--- src/rtl/jtcontra_pkg.sv ---
// Shared definitions for the Contra-family video path: palette bit fields,
// pixel transparency code and the colour mixer pipeline depth.
package jtcontra_pkg;

  // 15-bit palette entry layout (bit 15 carries no colour)
  localparam int PAL_R_LSB = 0;
  localparam int PAL_G_LSB = 5;
  localparam int PAL_B_LSB = 10;
  localparam int PAL_CHW   = 5;

  // Low nibble value that marks a pixel as transparent
  localparam logic [3:0] TRANSP_MASK = 4'h0;

  // Pixel-enable stages between gfx_pxl and RGB (also the blanking delay)
  localparam int COLMIX_LAT = 3;

  typedef struct packed {
    logic [PAL_CHW-1:0] b;
    logic [PAL_CHW-1:0] g;
    logic [PAL_CHW-1:0] r;
  } pal_rgb_t;

  // Split the colour bits of a palette entry into its three channels
  function automatic pal_rgb_t pal_unpack(input logic [14:0] entry);
    pal_rgb_t c;
    c.r = entry[PAL_R_LSB +: PAL_CHW];
    c.g = entry[PAL_G_LSB +: PAL_CHW];
    c.b = entry[PAL_B_LSB +: PAL_CHW];
    return c;
  endfunction

  // Half-brightness for shadowed pixels
  function automatic logic [PAL_CHW-1:0] chan_shade(input logic [PAL_CHW-1:0] c,
                                                    input logic             en);
    return en ? (c >> 1) : c;
  endfunction

endpackage

--- src/rtl/jtcontra_colmix_pal.sv ---
// Palette storage for the colour mixer: two byte-wide banks (even/odd byte
// address) so the video side fetches a full 16-bit entry in one access while
// the CPU sees a plain byte-addressed memory. Both ports read-before-write.
module jtcontra_colmix_pal
  import jtcontra_pkg::*;
#(
  parameter int PXLW = 7
) (
  input  logic            clk,
  input  logic            rst_n,
  // CPU byte port
  input  logic            cpu_we,
  input  logic [PXLW:0]   cpu_addr,
  input  logic [7:0]      cpu_din,
  output logic [7:0]      cpu_dout,
  // video entry port
  input  logic            vid_cen,
  input  logic [PXLW-1:0] vid_addr,
  output logic [15:0]     vid_data
);

  localparam int DEPTH = 1 << PXLW;

  logic cpu_sel_q, cpu_sel_d;

  genvar gi;
  for (gi = 0; gi < 2; gi++) begin : g_bank
    logic [7:0] mem [DEPTH];
    logic [7:0] cpu_rd_q;
    logic [7:0] vid_rd_q;
    logic       bank_we;

    assign bank_we = cpu_we && (cpu_addr[0] == 1'(gi));

    // CPU write into this bank; contents survive reset
    always_ff @(posedge clk) begin
      if (bank_we) mem[cpu_addr[PXLW:1]] <= cpu_din;
    end

    // CPU read register, every clk, returns pre-write data on a collision
    always_ff @(posedge clk) begin
      if (!rst_n) cpu_rd_q <= '0;
      else        cpu_rd_q <= mem[cpu_addr[PXLW:1]];
    end

    // Video read register, advances with the pixel enable
    always_ff @(posedge clk) begin
      if (!rst_n)       vid_rd_q <= '0;
      else if (vid_cen) vid_rd_q <= mem[vid_addr];
    end
  end

  // Remember which bank the CPU addressed so the output mux lines up
  always_comb begin
    cpu_sel_d = cpu_addr[0];
  end

  // Byte-select register for the CPU read mux
  always_ff @(posedge clk) begin
    if (!rst_n) cpu_sel_q <= 1'b0;
    else        cpu_sel_q <= cpu_sel_d;
  end

  assign cpu_dout = cpu_sel_q ? g_bank[1].cpu_rd_q : g_bank[0].cpu_rd_q;
  assign vid_data = {g_bank[1].vid_rd_q, g_bank[0].vid_rd_q};

endmodule

--- src/rtl/jtcontra_colmix_n.sv ---
// Multi-layer colour mixer: fixed-priority layer select, palette lookup and
// blanking. Three pixel-enable stages: S1 index select, S2 palette read,
// S3 colour register with blanking applied.
// Optional build macro: JTCONTRA_SHADOW_EN (half-brightness shadow pixels).
// Layer pixels must be at least 4 bits wide (PXLW >= 4).
module jtcontra_colmix_n
  import jtcontra_pkg::*;
#(
  parameter int LAYERS = 2,
  parameter int PXLW   = 7,
  parameter int COLW   = 5
) (
  input  logic                   clk,
  input  logic                   rst_n,
  input  logic                   pxl_cen,
  input  logic                   cpu_cen,
  input  logic                   LHBL,
  input  logic                   LVBL,
  output logic                   LHBL_dly,
  output logic                   LVBL_dly,
  input  logic                   pal_cs,
  input  logic                   cpu_rnw,
  input  logic [PXLW:0]          cpu_addr,
  input  logic [7:0]             cpu_dout,
  output logic [7:0]             pal_dout,
  input  logic [LAYERS*PXLW-1:0] gfx_pxl,
  input  logic                   shadow,
  input  logic [LAYERS-1:0]      gfx_en,
  output logic [COLW-1:0]        red,
  output logic [COLW-1:0]        green,
  output logic [COLW-1:0]        blue
);

  // ---------------------------------------------------------------------------
  // Layer split and transparency
  // ---------------------------------------------------------------------------
  logic [PXLW-1:0]   layer_pxl [LAYERS];
  logic [LAYERS-1:0] opaque;

  genvar gi;
  for (gi = 0; gi < LAYERS; gi++) begin : g_layer
    assign layer_pxl[gi] = gfx_pxl[gi*PXLW +: PXLW];
    assign opaque[gi]    = gfx_en[gi] && (layer_pxl[gi][3:0] != TRANSP_MASK);
  end

  logic [PXLW-1:0] sel_idx;
  logic            sel_bd;

  // Lowest-index opaque layer wins; otherwise the top layer is the backdrop
  always_comb begin
    sel_idx = gfx_en[LAYERS-1] ? layer_pxl[LAYERS-1] : '0;
    sel_bd  = 1'b1;
    for (int i = LAYERS - 1; i >= 0; i--) begin
      if (opaque[i]) begin
        sel_idx = layer_pxl[i];
        sel_bd  = 1'b0;
      end
    end
  end

  // ---------------------------------------------------------------------------
  // S1: selected palette index
  // ---------------------------------------------------------------------------
  logic [PXLW-1:0] s1_idx_q, s1_idx_d;

  // Hold the index between pixel enables
  always_comb begin
    s1_idx_d = s1_idx_q;
    if (pxl_cen) s1_idx_d = sel_idx;
  end

  // S1 index register
  always_ff @(posedge clk) begin
    if (!rst_n) s1_idx_q <= '0;
    else        s1_idx_q <= s1_idx_d;
  end

  // ---------------------------------------------------------------------------
  // Shadow tracking (only kept when the feature is built in)
  // ---------------------------------------------------------------------------
  logic s2_shade;

`ifdef JTCONTRA_SHADOW_EN
  logic s1_shadow_q, s1_shadow_d;
  logic s1_bd_q,     s1_bd_d;
  logic s2_shade_q,  s2_shade_d;

  // Carry the shadow flag alongside the index; backdrop pixels are never shaded
  always_comb begin
    s1_shadow_d = s1_shadow_q;
    s1_bd_d     = s1_bd_q;
    s2_shade_d  = s2_shade_q;
    if (pxl_cen) begin
      s1_shadow_d = shadow;
      s1_bd_d     = sel_bd;
      s2_shade_d  = s1_shadow_q & ~s1_bd_q;
    end
  end

  // Shadow pipeline registers
  always_ff @(posedge clk) begin
    if (!rst_n) begin
      s1_shadow_q <= 1'b0;
      s1_bd_q     <= 1'b0;
      s2_shade_q  <= 1'b0;
    end else begin
      s1_shadow_q <= s1_shadow_d;
      s1_bd_q     <= s1_bd_d;
      s2_shade_q  <= s2_shade_d;
    end
  end

  assign s2_shade = s2_shade_q;
`else
  logic [1:0] unused_shade;
  assign s2_shade     = 1'b0;
  assign unused_shade = {shadow, sel_bd};
`endif

  // ---------------------------------------------------------------------------
  // S2: palette (registered read inside the palette block)
  // ---------------------------------------------------------------------------
  logic        pal_we;
  logic [15:0] pal_vid;

  assign pal_we = pal_cs & ~cpu_rnw & cpu_cen;

  jtcontra_colmix_pal #(
    .PXLW (PXLW)
  ) u_pal (
    .clk      (clk),
    .rst_n    (rst_n),
    .cpu_we   (pal_we),
    .cpu_addr (cpu_addr),
    .cpu_din  (cpu_dout),
    .cpu_dout (pal_dout),
    .vid_cen  (pxl_cen),
    .vid_addr (s1_idx_q),
    .vid_data (pal_vid)
  );

  // ---------------------------------------------------------------------------
  // Blanking delay, same depth as the pixel path
  // ---------------------------------------------------------------------------
  logic [COLMIX_LAT-1:0] lhbl_sr_q, lhbl_sr_d;
  logic [COLMIX_LAT-1:0] lvbl_sr_q, lvbl_sr_d;

  // Shift the blanking inputs once per pixel
  always_comb begin
    lhbl_sr_d = lhbl_sr_q;
    lvbl_sr_d = lvbl_sr_q;
    if (pxl_cen) begin
      lhbl_sr_d = {lhbl_sr_q[COLMIX_LAT-2:0], LHBL};
      lvbl_sr_d = {lvbl_sr_q[COLMIX_LAT-2:0], LVBL};
    end
  end

  // Blanking shift registers
  always_ff @(posedge clk) begin
    if (!rst_n) begin
      lhbl_sr_q <= '0;
      lvbl_sr_q <= '0;
    end else begin
      lhbl_sr_q <= lhbl_sr_d;
      lvbl_sr_q <= lvbl_sr_d;
    end
  end

  assign LHBL_dly = lhbl_sr_q[COLMIX_LAT-1];
  assign LVBL_dly = lvbl_sr_q[COLMIX_LAT-1];

  // ---------------------------------------------------------------------------
  // S3: colour output
  // ---------------------------------------------------------------------------
  pal_rgb_t           entry;
  logic [PAL_CHW-1:0] r5, g5, b5;
  logic               rgb_on;
  logic [COLW-1:0]    red_q, red_d;
  logic [COLW-1:0]    green_q, green_d;
  logic [COLW-1:0]    blue_q, blue_d;
  logic [15:0]        unused_col;

  // Decode the entry, shade, truncate to COLW MSBs and blank; the blanking
  // bit used is the one that becomes LHBL_dly/LVBL_dly on the same edge
  always_comb begin
    entry   = pal_unpack(pal_vid[14:0]);
    r5      = chan_shade(entry.r, s2_shade);
    g5      = chan_shade(entry.g, s2_shade);
    b5      = chan_shade(entry.b, s2_shade);
    rgb_on  = lhbl_sr_q[COLMIX_LAT-2] & lvbl_sr_q[COLMIX_LAT-2];
    red_d   = red_q;
    green_d = green_q;
    blue_d  = blue_q;
    if (pxl_cen) begin
      red_d   = rgb_on ? r5[PAL_CHW-1 -: COLW] : '0;
      green_d = rgb_on ? g5[PAL_CHW-1 -: COLW] : '0;
      blue_d  = rgb_on ? b5[PAL_CHW-1 -: COLW] : '0;
    end
  end

  // Colour output registers
  always_ff @(posedge clk) begin
    if (!rst_n) begin
      red_q   <= '0;
      green_q <= '0;
      blue_q  <= '0;
    end else begin
      red_q   <= red_d;
      green_q <= green_d;
      blue_q  <= blue_d;
    end
  end

  // Bit 15 of the entry and the channel LSBs dropped for COLW=4 are unused
  assign unused_col = {pal_vid[15], r5, g5, b5};

  assign red   = red_q;
  assign green = green_q;
  assign blue  = blue_q;

endmodule
--- config.mk ---
export PLATFORM = sky130hd
export DESIGN_NAME = jtcontra_colmix_n
export DESIGN_NICKNAME = d
export VERILOG_FILES = /design/src/rtl/jtcontra_pkg.sv /design/src/rtl/jtcontra_colmix_pal.sv /design/src/rtl/jtcontra_colmix_n.sv
export SDC_FILE = /design/constraint.sdc
export NUM_CORES = 2
export LEC_CHECK = 0
export ABC_AREA = 1
export CAP_MARGIN = 20
export CELL_PAD_IN_SITES_DETAIL_PLACEMENT = 1
export CELL_PAD_IN_SITES_GLOBAL_PLACEMENT = 2
export CORE_ASPECT_RATIO = 1.75
export CORE_MARGIN = 3
export CORE_UTILIZATION = 42
export CTS_BUF_LIST = sky130_fd_sc_hd__clkbuf_8
export DETAILED_ROUTE_END_ITERATION = 8
export PLACE_DENSITY_LB_ADDON = 0.1
export SLEW_MARGIN = 30
export SYNTH_ARGS = -nofsm -noshare
export SYNTH_HDL_FRONTEND = slang
export SYNTH_SLANG_ARGS = --single-unit
export TNS_END_PERCENT = 10
--- constraint.sdc ---
create_clock -name clk -period 3.75 [get_ports clk]
set_clock_uncertainty 0.15 [all_clocks]
set_input_delay 0.9375 -clock clk [delete_from_list [all_inputs] [get_ports clk]]
set_output_delay 0.9375 -clock clk [all_outputs]
set_load 0.005 [all_outputs]
==> impl_metrics.env <==
export IMPL_status="completed"
export IMPL_rr_worst_depth=13
export IMPL_dr_first_iter_drc_count=9685
export IMPL_synth_flop_cell="edfxtp_1"
export IMPL_numCtsBuffers=338
export IMPL_insertion_delay_ns=1.04
export IMPL_timing_slew_headroom=0.268
export IMPL_antenna_found_initial=21
export IMPL_postCtsHoldBufs=0
export IMPL_dp_cells=15013
export IMPL_drv_max_cap_violation_count=0
export IMPL_use_met3=0.0561
export IMPL_startpoint_type="flip-flop"
export IMPL_critPathMaxFanout=8
export IMPL_routed_wl_mm=479
export IMPL_routedWlPerCell_um=30.7
export IMPL_syn_area_mm2=0.103
export IMPL_synth_edf_count=2048
export IMPL_final_common_cell="nand2_1"
export IMPL_grt_pass1_vias=97102
export IMPL_first_pass_iters=6
export IMPL_chipWidth_um=381
export IMPL_worst_pin_slew_ns=1.09
export IMPL_yosysSeqAreaShare=0.606
export IMPL_post_dp_hpwl_mm=313
export IMPL_setup_viol=0
export IMPL_post_cts_resize_count=0
export IMPL_core_area_mm2=0.245
export IMPL_postCtsSetupBuffers=0
export IMPL_portBuffers=64
export IMPL_power_frac_clock=0.376
export IMPL_arrival_ns=2.57
export IMPL_drive_above_1_share=0.111
export IMPL_p_sw_frac=0.287
export IMPL_fp_dieH_um=663
export IMPL_grt_use_met1=0.435
export IMPL_ant_nets=0
export IMPL_mostFrequentLayoutCells="nand2_1 (5177), edfxtp_1 (2048), nand3_1 (1866), buf_4 (690), a21oi_1 (587)"
export IMPL_vias_per_cell=6.04
export IMPL_tns_ns=0
export IMPL_cts_buffer_depth=4
export IMPL_whs_ns=0.150
export IMPL_drc_errors=0
export IMPL_seqPwrFrac=0.495
export IMPL_synth_seq_cells=2108
export IMPL_pin_count=66
export IMPL_layoutNonFillerInstCount=15614
export IMPL_synth_cell_type_count=40
export IMPL_grt_pass1_wl_mm=681
export IMPL_max_freq_mhz=273
export IMPL_row_count=240
export IMPL_cts_tree="built"
export IMPL_comb_power_share=0.129
export IMPL_yosysTopAreaCell="edfxtp_1"
export IMPL_vias=94357
export IMPL_cts_sinks=2108
export IMPL_switchingPower_mw=15.0
export IMPL_start_util=0.423
export IMPL_slew_violations=0
export IMPL_min_period_over_period=0.975
export IMPL_overflow=0
export IMPL_powerDensity_mw_per_mm2=438
export IMPL_p_leak_nw=46.8
export IMPL_met2_usage=0.617
export IMPL_ir_drop_mv=0.341
export IMPL_path_class="flip-flop to output port"
export IMPL_synth_area_leaders="edfxtp_1 (59%), nand2_1 (19%), nand3_1 (9.0%)"
export IMPL_worst_path_max_delay_cell="dfxtp_1"
export IMPL_syn_to_final_growth_pct=15.5
export IMPL_synthArstFlopShare=0
export IMPL_worstHoldPathType="primary input to flip-flop"
export IMPL_clk_pin_slew_ns=0.07
export IMPL_internal_power_mw=37.4
export IMPL_syn_avg_cell_area_um2=8.86
export IMPL_whs_path_depth=1
export IMPL_worstPathRequired_ns=2.66
export IMPL_cpPeakStageDelay_ns=0.59
export IMPL_cts_max_level=5
export IMPL_power_mw=52.4
export IMPL_hold_viol=0
export IMPL_synthesis_instances=11675
export IMPL_synth_nets=11716
export IMPL_layout_min_cycle_time_ns=3.66
export IMPL_die_area_mm2=0.253
export IMPL_groute_usage_overall=0.369
export IMPL_busiest_layer="met2"
export IMPL_yosysTopAreaCellShare=0.594
export IMPL_rsz0062_at_grt="no"
export IMPL_yosysWarningCount=0
export IMPL_cts_root_buf="clkbuf_8"
export IMPL_gp_congestion=0.932
export IMPL_endpoint_kind="output port"
export IMPL_grt_max_degree=129
export IMPL_crit_chain="mux2_2 > clkdlybuf4s50_1"
export IMPL_fill_cells=28255
export IMPL_num_nets_final=12127
[final timing paths]
path | startpoint | endpoint | slack [ns]
worst max-delay path | u_pal.cpu_sel_q | pal_dout[4] | 0.09
worst min-delay path | cpu_dout[5] | u_pal.g_bank[0].mem[5][5] | 0.15
worst max register to register | s1_idx_q[0] | u_pal.g_bank[0].vid_rd_q[6] | 0.27
worst min register to register | u_pal.g_bank[1].vid_rd_q[1] | green[4] | 0.31
[power groups by stage]
| stage | Clock, mW | Combinational [mW] | Sequential, mW |
|---|---|---|---|
| 6_report | 19.7 | 6.76 | 26.0 |
| 5_1_grt | 20.9 | 7.07 | 25.9 |
| 4_1_cts | 19.9 | 6.64 | 26.0 |
| 3_5_place_dp | 0 | 6.62 | 26.5 |
| 3_3_place_gp | 0 | 6.51 | 26.5 |
| 2_1_floorplan | 0 | 3.08 | 26.4 |
[synth_stat cells, types with 8 or more instances]
| library cell | count |
|---|---|
| o211ai_1 | 8 |
| nand4_1 | 64 |
| nor3_1 | 259 |
| dfxtp_1 | 60 |
| o21a_1 | 8 |
| o21ai_1 | 8 |
| buf_2 | 327 |
| clkbuf_1 | 403 |
| edfxtp_1 | 2048 |
| nand3b_1 | 11 |
| nor2_1 | 221 |
| nand2_1 | 5177 |
| o21ai_0 | 293 |
| inv_2 | 12 |
| or2_2 | 18 |
| a22oi_1 | 19 |
| a21oi_1 | 587 |
| inv_1 | 118 |
| buf_1 | 96 |
| buf_4 | 19 |
| mux2_2 | 8 |
| nand3_1 | 1867 |
[final cells by class]
class                      count  area, µm²  area share
timing repair buffer         921       9210      0.0771
clock inverter               242       1460      0.0122
inverter                     137        602     0.00503
sequential                  2108      62700       0.524
antenna                        8       20.0    0.000167
multi-input combinational   8580      36600       0.306
tap                         3267       4090      0.0342
clock buffer                 351       4830      0.0404
[cells by family after synthesis]
family / share of synthesized area
flip-flops: 0.606
AND/OR/NAND/NOR: 0.306
multiplexers: 0.000871
AO/OA/AOI/OAI: 0.0466
buffers and inverters: 0.0409
[stage by stage]
stage | util | setup slack (ns) | cell area (µm²)
2_1_floorplan | - | 0.498 | 103000
3_3_place_gp | 0.463 | -0.199 | 113000
3_5_place_dp | 0.463 | -0.204 | 113000
4_1_cts | 0.489 | 0.0590 | 120000
5_1_grt | 0.489 | 0.0402 | 120000
6_report | 0.489 | 0.0923 | 120000
[critical path, delay by kind of cell (launching register included)]
family                 cells  cell delay [ns]
DFF                        1             0.59
buffers and inverters      1             0.49
muxes                      1             0.48
[layer usage]
| metal | share of wire | routed length [µm] |
|---|---|---|
| met1 | 0.37 | 175000 |
| met2 | 0.48 | 231000 |
| met3 | 0.070 | 33600 |
| met4 | 0.081 | 39000 |
| met5 | 0.00026 | 126 |
[state kept, by name, summed over array words and instances (netlist names)]
signal,cells
red,5
s1_idx_q,7
u_pal.g_bank.cpu_rd_q,16
u_pal.g_bank.mem,2048
lvbl_sr_q,3
blue,5
lhbl_sr_q,3
green,5
u_pal.g_bank.vid_rd_q,15
u_pal.cpu_sel_q,1
(Power assumes the default switching activity.)
